[src/rtl/axi_arb_pkg.sv]
// Shared types for the AXI arbiters: FSM state encoding and select-width helper.
package axi_arb_pkg;

  typedef enum logic [1:0] {
    IDLE,
    ADDR,
    DATA
  } arb_state_e;

  // Width of an index that selects one of n masters (at least 1 bit).
  function automatic int sel_width(input int n);
    return (n > 1) ? $clog2(n) : 1;
  endfunction

endpackage

[src/rtl/arb_rr_fifo.sv]
// In-order FIFO of master indices; records who owns each outstanding response.
module arb_rr_fifo #(
  parameter int DEPTH = 4,
  parameter int WIDTH = 1
) (
  input  logic                     clk,
  input  logic                     rst,
  input  logic                     push,
  input  logic                     pop,
  input  logic [WIDTH-1:0]         din,
  output logic [WIDTH-1:0]         dout,
  output logic                     full,
  output logic                     empty,
  output logic [$clog2(DEPTH):0]   count
);

  localparam int PW = $clog2(DEPTH);
  localparam int CW = PW + 1;

  logic [WIDTH-1:0] mem [DEPTH];
  logic [PW-1:0]    wr_ptr;
  logic [PW-1:0]    rd_ptr;
  logic             do_push;
  logic             do_pop;

  assign full    = (count == CW'(DEPTH));
  assign empty   = (count == '0);
  assign do_push = push && !full;
  assign do_pop  = pop && !empty;
  assign dout    = mem[rd_ptr];

  // NOTE: storage is deliberately not reset; empty/count guard every read, so
  // stale entries are never observed and the array maps onto plain registers.
  always_ff @(posedge clk) begin
    if (do_push) mem[wr_ptr] <= din;
  end

  // NOTE: sequential state uses non-blocking assignments so every register
  // samples the pre-edge values regardless of statement order.
  always_ff @(posedge clk or posedge rst) begin
    if (rst) begin
      wr_ptr <= '0;
      rd_ptr <= '0;
      count  <= '0;
    end else begin
      if (do_push) wr_ptr <= wr_ptr + PW'(1);
      if (do_pop)  rd_ptr <= rd_ptr + PW'(1);
      case ({do_push, do_pop})
        2'b10:   count <= count + CW'(1);
        2'b01:   count <= count - CW'(1);
        default: count <= count;
      endcase
    end
  end

endmodule

[src/rtl/axi_write_arbiter.sv]
// Round-robin arbiter sharing one AXI write channel set (AW/W/B) among masters;
// emits select indices for an external payload mux.
module axi_write_arbiter
  import axi_arb_pkg::*;
#(
  parameter int INPUT_NUM       = 2,
  parameter int MAX_OUTSTANDING = 4,
  parameter int SEL_W           = sel_width(INPUT_NUM)
) (
  input  logic                 ACLK,
  input  logic                 ARESET,
  input  logic [INPUT_NUM-1:0] s_awvalid_i,
  output logic [INPUT_NUM-1:0] s_awready_o,
  input  logic [INPUT_NUM-1:0] s_wvalid_i,
  input  logic [INPUT_NUM-1:0] s_wlast_i,
  output logic [INPUT_NUM-1:0] s_wready_o,
  output logic [INPUT_NUM-1:0] s_bvalid_o,
  input  logic [INPUT_NUM-1:0] s_bready_i,
  output logic                 m_awvalid_o,
  input  logic                 m_awready_i,
  output logic                 m_wvalid_o,
  output logic                 m_wlast_o,
  input  logic                 m_wready_i,
  input  logic                 m_bvalid_i,
  output logic                 m_bready_o,
  output logic [SEL_W-1:0]     aw_sel_o,
  output logic [SEL_W-1:0]     b_sel_o,
  output logic                 busy_o
);

  arb_state_e                     state;
  logic [SEL_W-1:0]               grant;
  logic [SEL_W-1:0]               prio;
  logic [SEL_W-1:0]               head;
  logic                           fifo_full;
  logic                           fifo_empty;
  logic [$clog2(MAX_OUTSTANDING):0] fifo_count;
  logic                           aw_hs;
  logic                           w_last_hs;
  logic                           b_hs;

  // First requester at or after ptr, wrapping around.
  function automatic logic [SEL_W-1:0] rr_pick(input logic [INPUT_NUM-1:0] req,
                                               input logic [SEL_W-1:0]     ptr);
    logic [SEL_W-1:0] pick;
    int               idx;
    pick = ptr;
    for (int k = INPUT_NUM - 1; k >= 0; k--) begin
      idx = (int'(ptr) + k) % INPUT_NUM;
      if (req[idx]) pick = SEL_W'(idx);
    end
    return pick;
  endfunction

  assign aw_hs     = (state == ADDR) && s_awvalid_i[grant] && m_awready_i;
  assign w_last_hs = (state == DATA) && s_wvalid_i[grant] && m_wready_i && s_wlast_i[grant];
  assign b_hs      = !fifo_empty && m_bvalid_i && s_bready_i[head];

  always_ff @(posedge ACLK or posedge ARESET) begin
    if (ARESET) begin
      state <= IDLE;
      grant <= '0;
      prio  <= '0;
    end else begin
      case (state)
        IDLE: begin
          if ((|s_awvalid_i) && !fifo_full) begin
            grant <= rr_pick(s_awvalid_i, prio);
            state <= ADDR;
          end
        end
        ADDR: begin
          if (aw_hs) state <= DATA;
        end
        DATA: begin
          if (w_last_hs) begin
            prio  <= (grant == SEL_W'(INPUT_NUM - 1)) ? '0 : grant + SEL_W'(1);
            state <= IDLE;
          end
        end
        default: state <= IDLE;
      endcase
    end
  end

  arb_rr_fifo #(
    .DEPTH (MAX_OUTSTANDING),
    .WIDTH (SEL_W)
  ) u_b_fifo (
    .clk   (ACLK),
    .rst   (ARESET),
    .push  (aw_hs),
    .pop   (b_hs),
    .din   (grant),
    .dout  (head),
    .full  (fifo_full),
    .empty (fifo_empty),
    .count (fifo_count)
  );

  // NOTE: every output gets a default before the case so no path leaves a
  // value held, which would otherwise infer a latch.
  always_comb begin
    s_awready_o = '0;
    s_wready_o  = '0;
    s_bvalid_o  = '0;
    m_awvalid_o = 1'b0;
    m_wvalid_o  = 1'b0;
    m_wlast_o   = 1'b0;
    m_bready_o  = 1'b0;
    case (state)
      ADDR: begin
        m_awvalid_o        = s_awvalid_i[grant];
        s_awready_o[grant] = m_awready_i;
      end
      DATA: begin
        m_wvalid_o        = s_wvalid_i[grant];
        m_wlast_o         = s_wlast_i[grant];
        s_wready_o[grant] = m_wready_i;
      end
      default: ;
    endcase
    if (!fifo_empty) begin
      s_bvalid_o[head] = m_bvalid_i;
      m_bready_o       = s_bready_i[head];
    end
  end

  assign aw_sel_o = grant;
  assign b_sel_o  = fifo_empty ? '0 : head;
  assign busy_o   = (state != IDLE) || (fifo_count != '0);

endmodule
[config.mk]
export PLATFORM = sky130hd
export DESIGN_NAME = axi_write_arbiter
export DESIGN_NICKNAME = d
export VERILOG_FILES = /design/src/rtl/axi_arb_pkg.sv /design/src/rtl/arb_rr_fifo.sv /design/src/rtl/axi_write_arbiter.sv
export SDC_FILE = /design/constraint.sdc
export NUM_CORES = 1
export LEC_CHECK = 0
export CORE_MARGIN = 2
export CORE_UTILIZATION = 46
export DETAILED_ROUTE_END_ITERATION = 6
export GPL_TIMING_DRIVEN = 0
export HOLD_SLACK_MARGIN = 0.02
export PLACE_DENSITY = 0.78
export SLEW_MARGIN = 20
export SYNTH_ARGS = -nofsm -noshare
export SYNTH_HDL_FRONTEND = slang
export SYNTH_HIERARCHICAL = 1
export SYNTH_SLANG_ARGS = --single-unit
export TNS_END_PERCENT = 30
[constraint.sdc]
create_clock -name ACLK -period 3.03 [get_ports ACLK]
set_input_delay 0.909 -clock ACLK [delete_from_list [all_inputs] [get_ports ACLK]]
set_output_delay 0.909 -clock ACLK [all_outputs]
set_load 0.01 [all_outputs]
== Word level (Yosys, flattened, before mapping) ==
Memory sizes are Yosys's and may differ from the RTL's.
Cells that the tools add are included.

* Word-level logic and storage cells: 90
* Output and inout port bits: 13
* Bits in writable memories: 4
* Register bits after elaboration: 11
* Memories kept: 1
* Input port bits: 13

{| class="wikitable"
|+ Memories
! name !! words !! width !! rd ports !! clocked after Yosys merged registers in !! wr ports !! RTL line !! text
|-
| u_b_fifo.mem || 4 || 1 || 1 || 0 || 1 || arb_rr_fifo.sv:20 || <nowiki>logic [WIDTH-1:0] mem [DEPTH];</nowiki>
|}

* Muxes and demuxes: 35
* Magnitude comparators: 6
* Equality and inequality tests: 8
* Bitwise logic cells: 4
* Reduce and logical (&&, ||, !) cells: 24
* Add/subtract/negate cells: 6

{| class="wikitable"
|+ Operators by type and width
! cell !! number
|-
| 1-bit two-way mux || 25
|-
| 1-bit logical AND || 12
|-
| 2-bit two-way mux || 6
|-
| 2-bit AND || 3
|-
| 1-bit by 2-bit less-than comparator with 1-bit output, second input constant || 3
|-
| 2-bit one-hot mux with 3 select lines || 1
|-
| 3-bit one-hot mux with 2 select lines || 1
|-
| 2-bit by 1-bit adder with 2-bit output, second input constant || 2
|-
| 2-bit by 1-bit equality test with 1-bit output, second input constant || 2
|-
| 2-bit equality test, second input constant || 2
|-
| 2-bit != test, second input constant || 2
|-
| 2-bit AND reduction || 2
|-
| 2-bit nonzero test || 2
|-
| 3-bit by 1-bit adder with 3-bit output, second input constant || 1
|-
| 3-bit equality test, second input constant || 1
|-
| 3-bit zero test || 1
|-
| 2-bit by 3-bit less-than comparator with 1-bit output, second input constant || 1
|-
| 3-bit AND reduction || 1
|-
| 3-bit nonzero test || 1
|-
| 3-bit by 1-bit subtractor with 3-bit output, second input constant || 1
|-
| 1-bit adder, second input constant || 2
|-
| 1-bit demux with 1-bit select || 2
|-
| 1-bit greater-or-equal comparator, second input constant || 2
|-
| 1-bit zero test || 2
|-
| other kinds (5) || 5
|}

== Longest topological paths before layout ==
* Depth in word-level cells: 7
* Gate-level depth with buffers: 11
* Mapped depth without buffers: 11

== Cells and area by module ==
The synthesis kept the hierarchy.

{| class="wikitable"
|+ By module, submodules not included
! module !! area an instance (sq um) !! cells an instance !! times used !! sequential area each (sq um)
|-
| arb_rr_fifo || 576.8 || 45 || 1 || 295.3
|-
| axi_write_arbiter || 351.6 || 41 || 1 || 100.1
|}

== Worst setup path after synthesis ==
No wires, ideal clock.

* Path type: register to register
* From: register u_b_fifo.rd_ptr[0]
* To: register u_b_fifo.count[2]
* Buffers on the path: 0
* Library setup time: 0.079 ns
* Slack: 0.371 ns
* Clock period less this slack: 2.659 ns
* Data arrival time: 2.580 ns
* Cell stages (with the launch flop): 12
* Data required time: 2.951 ns
* Cell sequence: dfrtp_1 mux4_2 mux2i_1 nor2_1 and2_1 nor2b_1 ha_1 inv_1 fa_1 xor2_1 nor2_1 xor2_1

* Longest elaborated chain between the ends: 7
* Elaborated cells on any way between the ends: 9
* Those cells by class: 2 x eq/ne; 3 x mux; 3 x reduce/logical; 1 x memory

{| class="wikitable"
|+ Ends and longest elaborated chain
! what !! RTL line !! text
|-
| start: declaration || arb_rr_fifo.sv:22 || <nowiki>logic [PW-1:0] rd_ptr;</nowiki>
|-
| start signal: assignment || arb_rr_fifo.sv:47 || <nowiki>if (do_pop) rd_ptr <= rd_ptr + PW'(1);</nowiki>
|-
| memory read 4 x 1 bit * || - ||
|-
| named net head || axi_write_arbiter.sv:34 || <nowiki>logic [SEL_W-1:0] head;</nowiki>
|-
| 1-bit two-way mux (implied by the code) * (2 in a row) || axi_write_arbiter.sv:57 || <nowiki>assign b_hs = !fifo_empty && m_bvalid_i && s_bready_i[head];</nowiki>
|-
| 1-bit logical AND * || axi_write_arbiter.sv:57 ||
|-
| named net b_hs || axi_write_arbiter.sv:40 || <nowiki>logic b_hs;</nowiki>
|-
| 1-bit logical AND * || arb_rr_fifo.sv:29 || <nowiki>assign do_pop = pop && !empty;</nowiki>
|-
| named net u_b_fifo.do_pop || arb_rr_fifo.sv:24 || <nowiki>logic do_pop;</nowiki>
|-
| 2-bit by 1-bit equality test with 1-bit output or 2-bit equality test (tied branches) || arb_rr_fifo.sv:48 || <nowiki>case ({do_push, do_pop})</nowiki>
|-
| 3-bit one-hot mux with 2 select lines or 2-bit nonzero test (tied branches) || - ||
|-
| end signal: assignment || arb_rr_fifo.sv:49 || <nowiki>2'b10: count <= count + CW'(1);</nowiki>
|-
| end signal: assignment || arb_rr_fifo.sv:50 || <nowiki>2'b01: count <= count - CW'(1);</nowiki>
|-
| end signal: assignment || arb_rr_fifo.sv:51 || <nowiki>default: count <= count;</nowiki>
|-
| end: declaration || arb_rr_fifo.sv:14 || <nowiki>output logic [$clog2(DEPTH):0] count</nowiki>
|}

The timed path passes the listed nets; every way through them passes the cells marked *. The select of a mux whose other input is x is not followed.
A chain may end at the register's enable or synchronous reset.

== Worst setup path in the final report ==
* From: input port s_awvalid_i[1]
* To: output port m_awvalid_o

* Longest elaborated chain between the ends: 3

{| class="wikitable"
|+ Ends and longest elaborated chain
! what !! RTL line !! text
|-
| start: declaration || axi_write_arbiter.sv:12 || <nowiki>input logic [INPUT_NUM-1:0] s_awvalid_i,</nowiki>
|-
| 1-bit two-way mux (implied by the code) (2 in a row) || axi_write_arbiter.sv:113 || <nowiki>m_awvalid_o = s_awvalid_i[grant];</nowiki>
|-
| 1-bit two-way mux || axi_write_arbiter.sv:111 || <nowiki>case (state)</nowiki>
|-
| end: declaration || axi_write_arbiter.sv:19 || <nowiki>output logic m_awvalid_o,</nowiki>
|}

No other way between the ends. The select of a mux whose other input is x is not followed.

==> flow_metrics.env <==
export IMPL_area_growth_syn_to_layout_pct=34.4
export IMPL_placed_area_sq_um=1210
export IMPL_antennaDiodeCount=0
export IMPL_syn_num_nets=105
export IMPL_synth_most_common_cell="dfrtp_1"
export IMPL_grt_max_degree=10
export IMPL_synth_ff_type="dfrtp_1"
export IMPL_maxCapViolCount=0
export IMPL_seqCellArea_sq_um=395
export IMPL_peakVddDrop_v=0.000473
export IMPL_first_iter_violations=2
export IMPL_fillCellCount=163
export IMPL_port_buffers=25
export IMPL_clkPwrFrac=0.102
export IMPL_pwr_share_comb=0.532
export IMPL_internal_power_mw=0.651
export IMPL_timing_rr_start="u_b_fifo/rd_ptr[0]"
export IMPL_drt_first_pass_iters=2
export IMPL_wl_mm=1.71
export IMPL_period_share=0.965
export IMPL_slew_headroom=0.608
export IMPL_post_synth_top_area_cell="dfrtp_1"
export IMPL_drc=0
export IMPL_cts_root_buf="clkbuf_4"
export IMPL_cp_start_kind="input port"
export IMPL_r2r_end="u_b_fifo/count[2]"
export IMPL_cts_sinks=15
export IMPL_path_max_fanout=4
export IMPL_tightest_slew_ps=584
export IMPL_hold_path_class="reg -> reg"
export IMPL_postCtsSetupBuffers=0
export IMPL_vias=693
export IMPL_grt_usage=0.167
export IMPL_drv_slew=0
export IMPL_worst_setup_path_type="in -> out"
export IMPL_htree_levels=1
export IMPL_grt_pass1_wl_mm=3.09
export IMPL_gp_congestion=0.769
export IMPL_seq_area_frac_synth=0.426
export IMPL_die_h_microns=48.9
export IMPL_setup_viol=0
export IMPL_numCtsBuffers=3
export IMPL_switchingPower_mw=0.431
export IMPL_synth_top_area_share=0.296
export IMPL_pwr_share_seq=0.365
export IMPL_syn_area_sq_um=928
export IMPL_endpoint_kind="output pin"
export IMPL_switching_share=0.398
export IMPL_multiInputGateArea_sq_um=493
export IMPL_drive_above_1_share=0.165
export IMPL_min_delay_start="u_b_fifo/rd_ptr[1]"
export IMPL_final_setup_skew_ps=1.83
export IMPL_grt_ovfl_total=0
export IMPL_dp_hpwl_mm=1.44
export IMPL_syn_area_per_cell_sq_um=10.8
export IMPL_wl_per_cell_microns=12.0
export IMPL_synth_common_cells="dfrtp_1 (11), inv_1 (10), nor2_1 (10)"
export IMPL_nets=135
export IMPL_hold_violations=0
export IMPL_fin_setup_tns_ps=0
export IMPL_async_reset_ff_frac=0.733
export IMPL_antenna_found_initial=0
export IMPL_die_w_microns=48.9
export IMPL_hold_buffers=0
export IMPL_dieArea_sq_um=2390
export IMPL_synth_seq_cells=15
export IMPL_rsz0062_at_grt="false"
export IMPL_reg2reg_slack_ps=320
export IMPL_pin_count=26
export IMPL_cts_buffer_depth=2
export IMPL_timing_final_crit_period_ps=2920
export IMPL_outcome="finished clean"
export IMPL_synthTopCellsByArea="dfrtp_1 (30%), edfxtp_1 (13%), ha_1 (6.7%), inv_1 (4.0%), nor2_1 (4.0%)"
export IMPL_arrival_ps=2010
export IMPL_synth_cell_types=31
export IMPL_synth_edf_count=4
export IMPL_p_leak_nw=0.604
export IMPL_grt_pass1_vias=727
export IMPL_cts_tree="done"
export IMPL_yosys_warnings=6
export IMPL_ff2ff_path_depth=11
export IMPL_hold_depth=1
export IMPL_worstPathRequired_ps=2120
export IMPL_worstHoldEndpoint="u_b_fifo/rd_ptr[1]"
export IMPL_fmax_ghz=0.342
export IMPL_insertion_delay_ps=280
export IMPL_core_sq_um=1940
export IMPL_ant_nets=0
export IMPL_via_per_inst=4.88
export IMPL_powerDensity_nw_per_um2=868
export IMPL_rows=16
export IMPL_fin_area_sq_um=1250
export IMPL_clkSlewWorstSetupHoldPaths_ps=90
export IMPL_start_util=0.478
export IMPL_synthesis_instances=86
placed cells by master, fill, tap and decap left out, types with 2 or more instances in the layout:
cell type	n
nor2_1	10
nor3b_2	2
clkdlybuf4s50_1	15
clkbuf_4	3
o21ai_0	2
nor3_1	5
inv_1	10
dfrtp_1	11
a21oi_1	2
nor2b_1	2
dlygate4sd2_1	7
mux2i_2	3
and2_2	4
xor2_1	4
xnor2_1	2
dlymetal6s2s_1	3
edfxtp_1	4
ha_1	5
nand2_1	4
worst max path at each step:
stage / startpoint / end / cells past startpoint
final: s_awvalid_i[1] / m_awvalid_o / 4
after global routing: s_awvalid_i[1] / u_b_fifo/count[2] / 11
after CTS: s_wlast_i[0] / m_wlast_o / 4
after detailed placement: s_awvalid_i[1] / m_awvalid_o / 4
after global placement: s_awvalid_i[1] / m_awvalid_o / 4
after floorplan: u_b_fifo/rd_ptr[0] / u_b_fifo/count[2] / 11
through the flow:
stage          setup slack (ps)   util  hold slack (ps)  std cells  power, mW
4_1_cts                    6.66  0.634              495        142       1.09
2_1_floorplan               371      -              450         86      0.773
5_1_grt                    12.7  0.642              525        142       1.18
3_3_place_gp               -218  0.624              465        138      0.959
6_report                    106  0.642              494        142       1.08
3_5_place_dp               -223  0.624              479        138      0.996
sequential cells by signal (all words and copies together), names as in the netlist:
name	flops
prio	1
u_b_fifo/count	3
u_b_fifo/mem	4
u_b_fifo/wr_ptr	2
aw_sel_o	1
state	2
u_b_fifo/rd_ptr	2
timing repair:
item,CTS,global route
setup endpoints to repair,7,5
pin swaps,0,0
resized for setup,7,5
power by group through the flow:
| stage | Combinational [mW] | Clock (mW) | Sequential, mW |
|---|---|---|---|
| final | 0.577 | 0.111 | 0.396 |
| after global routing | 0.641 | 0.125 | 0.412 |
| after CTS | 0.582 | 0.113 | 0.396 |
| after detailed placement | 0.596 | 0 | 0.400 |
| after global placement | 0.567 | 0 | 0.392 |
| after floorplan | 0.394 | 0 | 0.379 |
cell type report:
cell class | instances | area share
timing repair buffer | 25 | 0.200
inverter | 10 | 0.0301
clock buffer | 3 | 0.0181
tap | 27 | 0.0271
multi-input combinational | 60 | 0.395
sequential | 15 | 0.317
clock inverter | 1 | 0.00401
buffer | 1 | 0.00903
worst max-delay path: stages:
cell             delay (ps)
clkdlybuf4s50_1         470
mux2i_2                 280
nor3b_2                  70
dlygate4sd2_1           290
cells by family (layout without fill, tap and decap cells):
kind of cell | count (synthesis) | in the layout | share of synthesized area
AOI/OAI and AO/OA | 6 | 6 | 0.0350
xor gates and xnor gates | 6 | 6 | 0.0566
adders and majority gates | 6 | 6 | 0.0889
buffers and inverters | 11 | 40 | 0.0526
DFF | 15 | 15 | 0.426
muxes | 7 | 7 | 0.104
and+or+nand+nor | 35 | 35 | 0.237
routing by layer:
metal,GRT usage,part of all wire
met5,0,0
met3,0.0368,0.060
met1,0.171,0.40
met4,0.0571,0.011
met2,0.329,0.53
No activity file was read; power rests on OpenSTA's default activity.
